## src/rtl/clk_period_meter.sv

```systemverilog
// Measures period and high time of a slow clock-like signal in clk_in cycles, with loss-of-signal timeout.
// Define CLK_METER_DUTY_EN to compile in the high-time counter, high_out and duty_ok.
module clk_period_meter #(
   parameter int CNT_W       = 16,
   parameter int SYNC_STAGES = 2
) (
   input  logic             clk_in,
   input  logic             rst,
   input  logic             sig_in,
   output logic [CNT_W-1:0] period_out,
   output logic [CNT_W-1:0] high_out,
   output logic             meas_valid,
   output logic             duty_ok,
   output logic             timeout
);

   typedef enum logic {WAIT, MEAS} state_t;

   localparam logic [CNT_W-1:0] CNT_ONE = {{(CNT_W-1){1'b0}}, 1'b1};
   localparam logic [CNT_W-1:0] CNT_MAX = {CNT_W{1'b1}};

   state_t                 state;
   logic [SYNC_STAGES-1:0] sync_p0;
   logic                   s_p0;
   logic                   s_d_p1;
   logic                   rise;
   logic [CNT_W-1:0]       pcnt;

   // Stage 0: synchronizer chain on the asynchronous input
   always_ff @(posedge clk_in) begin
      if (rst) begin
         sync_p0 <= '0;
         s_d_p1  <= 1'b0;
      end else begin
         sync_p0 <= {sync_p0[SYNC_STAGES-2:0], sig_in};
         s_d_p1  <= s_p0;
      end
   end

   assign s_p0 = sync_p0[SYNC_STAGES-1];
   assign rise = s_p0 & ~s_d_p1;

   // Stage 1: period FSM; the rise cycle itself counts as cycle 1 of the new period
   always_ff @(posedge clk_in) begin
      if (rst) begin
         state      <= WAIT;
         pcnt       <= '0;
         period_out <= '0;
         meas_valid <= 1'b0;
         timeout    <= 1'b0;
      end else begin
         meas_valid <= 1'b0;
         case (state)
            WAIT: begin
               if (rise) begin
                  pcnt    <= CNT_ONE;
                  timeout <= 1'b0;
                  state   <= MEAS;
               end
            end
            MEAS: begin
               if (rise) begin
                  period_out <= pcnt;
                  meas_valid <= 1'b1;
                  pcnt       <= CNT_ONE;
               end else if (pcnt == CNT_MAX) begin
                  timeout <= 1'b1;
                  state   <= WAIT;
               end else begin
                  pcnt <= pcnt + CNT_ONE;
               end
            end
            default: state <= WAIT;
         endcase
      end
   end

`ifdef CLK_METER_DUTY_EN
   logic [CNT_W-1:0] hcnt;

   // Balanced when |2*high - period| <= 1; one extra bit keeps 2*high from overflowing
   function automatic logic duty_balanced(input logic [CNT_W-1:0] high,
                                          input logic [CNT_W-1:0] period);
      logic signed [CNT_W+1:0] diff;
      logic signed [CNT_W+1:0] lim;
      lim  = $signed({{(CNT_W+1){1'b0}}, 1'b1});
      diff = $signed({1'b0, high, 1'b0}) - $signed({2'b00, period});
      return (diff <= lim) && (diff >= -lim);
   endfunction

   // Stage 1: high-time counter tracks the period FSM
   always_ff @(posedge clk_in) begin
      if (rst) begin
         hcnt     <= '0;
         high_out <= '0;
         duty_ok  <= 1'b0;
      end else if (rise && (state == MEAS)) begin
         high_out <= hcnt;
         duty_ok  <= duty_balanced(hcnt, pcnt);
         hcnt     <= CNT_ONE;
      end else if (rise) begin
         hcnt <= CNT_ONE;
      end else if ((state == MEAS) && (pcnt != CNT_MAX)) begin
         hcnt <= hcnt + {{(CNT_W-1){1'b0}}, s_p0};
      end
   end
`else
   assign high_out = '0;
   assign duty_ok  = 1'b0;
`endif

endmodule

```

## config.mk

```make
export PLATFORM = sky130hd
export DESIGN_NAME = clk_period_meter
export DESIGN_NICKNAME = d
export VERILOG_FILES = /design/src/rtl/clk_period_meter.sv
export SDC_FILE = /design/constraint.sdc
export NUM_CORES = 1
export LEC_CHECK = 0
export BUFFER_PORTS_ARGS = -buffer_cell sky130_fd_sc_hd__buf_2
export CORE_MARGIN = 4
export CORE_UTILIZATION = 50
export CTS_CLUSTER_DIAMETER = 120
export DETAILED_ROUTE_END_ITERATION = 8
export PLACE_DENSITY = 0.75
export SYNTH_ARGS = -nofsm -noshare
export SYNTH_HDL_FRONTEND = slang
export SYNTH_SLANG_ARGS = --single-unit
```

## constraint.sdc

```tcl
create_clock -name clk_in -period 5.6 [get_ports clk_in]
set_clock_uncertainty 0.05 [all_clocks]
set_input_delay 1.12 -clock clk_in [delete_from_list [all_inputs] [get_ports clk_in]]
set_output_delay 1.12 -clock clk_in [all_outputs]
set_load 0.05 [all_outputs]
```

==> flow_metrics.tcl <==
set metrics [dict create \
    number_of_flip_flops_and_latches_in_the_synthesized_netlist 38 \
    wl_um 3680 \
    hold_viol 0 \
    pwr-share-comb 0.068 \
    initialDrtViolationCount 102 \
    flow.area_growth_from_synthesis_pct 9.32 \
    synthesis.area_per_instance_um2 8.35 \
    grt_usage 0.173 \
    worst_ep_arrival_time_ns 2.49 \
    post_cts_hold_buffers 0 \
    mappedNetlistArea_um2 1750 \
    post-route-drc-count 0 \
    clk_buf_depth 2 \
    yosysSeqAreaShare 0.436 \
    seq_power_share 0.493 \
    cts.clk_slew.worst_paths_ns 0.11 \
    vias_per_cell 5.51 \
    gp_routability_congestion 0.873 \
    worst_slew_margin_rel 0.287 \
    required_ns 5.83 \
    crit_fanout 16 \
    min-delay-path-class "flop to flop" \
    leakage_power_total_nw 0.697 \
    layout.cells.non_filler 273 \
    count_of_flip_flops_with_a_built_in_enable_after_synthesis 0 \
    drt-pass1-iter-count 4 \
    critPathKind "flop to flop" \
    numCtsBuffers 5 \
    power.switching_uw 131 \
    core-area_um2 3360 \
    yosys.area.top_type_share 0.436 \
    drv_slew 0 \
    io_pins 38 \
    power.clock.fraction 0.439 \
    die_area_um2 4500 \
    finalSetupViolations 0 \
    drv.max_cap_violation_count 0 \
    synth.cells.most_frequent "sky130_fd_sc_hd__nand2_1 (40), sky130_fd_sc_hd__dfxtp_1 (38), sky130_fd_sc_hd__a21oi_1 (29)" \
    dpl.cell_count 265 \
    tritoncts_clock_tree "done" \
    synth.most_common_cell "sky130_fd_sc_hd__nand2_1" \
    synthCells 209 \
    initial_antenna_violation_count 0 \
    std_cell_rows 21 \
    post_cts.resized_instances 0 \
    library_cells_used_by_synthesis 38 \
    pin_count_of_the_biggest_net_entering_global_routing 29 \
    buffer_ports.inserted 20 \
    vdd.ir_drop.worst_mv 0.176 \
    layout_net_count 230 \
    power.switching_fraction 0.234 \
    global_route_wire_length_before_repair_um 5830 \
    min_period_over_period 0.404 \
    register_area_um2 761 \
    timing.critical_path.to_type "flop" \
    postLayoutCoreUtil 0.567 \
    netlist.top_cell.by_area "sky130_fd_sc_hd__dfxtp_1" \
    detail_placement_hpwl_um 2590 \
    cts_root_buf "sky130_fd_sc_hd__clkbuf_4" \
    reg2reg_slack_ns 3.34 \
    synth_warnings 0 \
    ant_nets 0 \
    most_used_flip_flop_cell_after_synthesis "sky130_fd_sc_hd__dfxtp_1" \
    cts_post_setup_buffers_inserted 0 \
    run_status "complete, no violations" \
    layout.filler_cells 335 \
    gr-total-overflow 0 \
    cts_sinks 38 \
    floorplan.die.height_um 67.1 \
    number_of_global_route_vias_before_repair 1291 \
    worst_pin_slew_ns 1.07 \
    finalWorstPathRequiredPeriod_ns 2.26 \
    via_count 1505 \
    initial_core_util 0.519 \
    die_w_um 67.1 \
    n_antenna_cell 0 \
    totalNegativeSetupSlack_ns 0 \
    drive_above_1_share 0.172 \
    cell_internal_pwr_uw 427 \
    rsz0062_at_grt "false" \
    power-per-cell-area_nw_per_um2 292 \
    yosys-top-cells-area "sky130_fd_sc_hd__dfxtp_1 (44%), sky130_fd_sc_hd__nand2_1 (8.6%), sky130_fd_sc_hd__a21oi_1 (8.3%), sky130_fd_sc_hd__buf_4 (7.7%), sky130_fd_sc_hd__o31ai_1 (2.6%)" \
    clkLatencyLatePin_ns 0.35 \
    worst_setup_path_start_kind "flop" \
    multi_input_area_um2 856 \
    avgRoutedWirePerCell_um 13.5 \
    max_freq_mhz 442 \
    synth_async_sr_flop_share 0 \
    cts-htree-levels 2 \
]
## path summary, 6_finish.rpt
kind / endpoint / startpoint / cells past startpoint
max: period_out[12] / state / 4
min: period_out[5] / period_out[5] / 2
max reg2reg: period_out[12] / state / 4
min reg2reg: period_out[5] / period_out[5] / 2
## placed cells by master (no fill, tap or decap), drive strengths merged, types with 6 or more instances in the layout
cell,count
clkbuf,6
conb,17
nand3,6
o21ai,6
o31ai,6
buf,21
or4,7
nand4,7
dfxtp,38
nand2,40
or3,7
a21oi,29
## cell type report
| type | instances | area share |
|---|---|---|
| Clock buffer | 6 | 0.0269 |
| Clock inverter | 2 | 0.0315 |
| Inverter | 4 | 0.00787 |
| Multi-Input combinational cell | 156 | 0.449 |
| Sequential cell | 38 | 0.399 |
| Tap cell | 46 | 0.0302 |
| Timing Repair Buffer | 21 | 0.0564 |
## state kept, by name (all words and copies together), names as in the netlist
name / flops
timeout: 1
meas_valid: 1
s_d_p1: 1
sync_p0: 2
period_out: 16
pcnt: 16
state: 1
## per-layer routing
layer	GRT usage	vias up	part of all wire
li1	-	751	-
met1	0.211	710	0.43
met2	0.280	38	0.49
met3	0.0506	6	0.062
met4	0.0709	0	0.013
met5	0	-	0
## through the flow
step / power [mW] / hold slack, ns / area, µm² / worst slack [ns]
2_1_floorplan: 0.326 / 0.364 / 1810 / 3.58
4_1_cts: 0.561 / 0.412 / 1910 / 3.41
3_5_place_dp: 0.319 / 0.389 / 1800 / 3.43
6_report: 0.558 / 0.409 / 1910 / 3.34
5_1_grt: 0.574 / 0.426 / 1910 / 3.07
3_3_place_gp: 0.319 / 0.368 / 1800 / 3.46
## power groups by stage
stage	registers [mW]	logic [mW]	clock network, mW
floorplan	0.280	0.0461	0
global route	0.276	0.0408	0.257
CTS	0.275	0.0377	0.248
finish	0.275	0.0381	0.245
detailed placement	0.281	0.0377	0
global placement	0.281	0.0375	0
## worst max-delay path, stage by stage (launching register included)
cell	delay (ns)
sky130_fd_sc_hd__dfxtp_1	0.60
sky130_fd_sc_hd__inv_1	0.28
sky130_fd_sc_hd__nor2_1	0.88
sky130_fd_sc_hd__nand2_1	0.20
sky130_fd_sc_hd__a21oi_1	0.18
## cell families (layout without fill, tap and decap cells)
kind of cell / Yosys count / after routing / synth area share
other: 1 / 17 / 0.00215
AO/OA/AOI/OAI: 49 / 49 / 0.166
flip-flops: 38 / 38 / 0.436
adder cells (fa/ha/maj): 1 / 1 / 0.00717
buffers and inverters: 31 / 33 / 0.112
multiplexers: 1 / 1 / 0.00573
AND/OR/NAND/NOR: 88 / 88 / 0.272
Power figures use the tool's default switching activity.
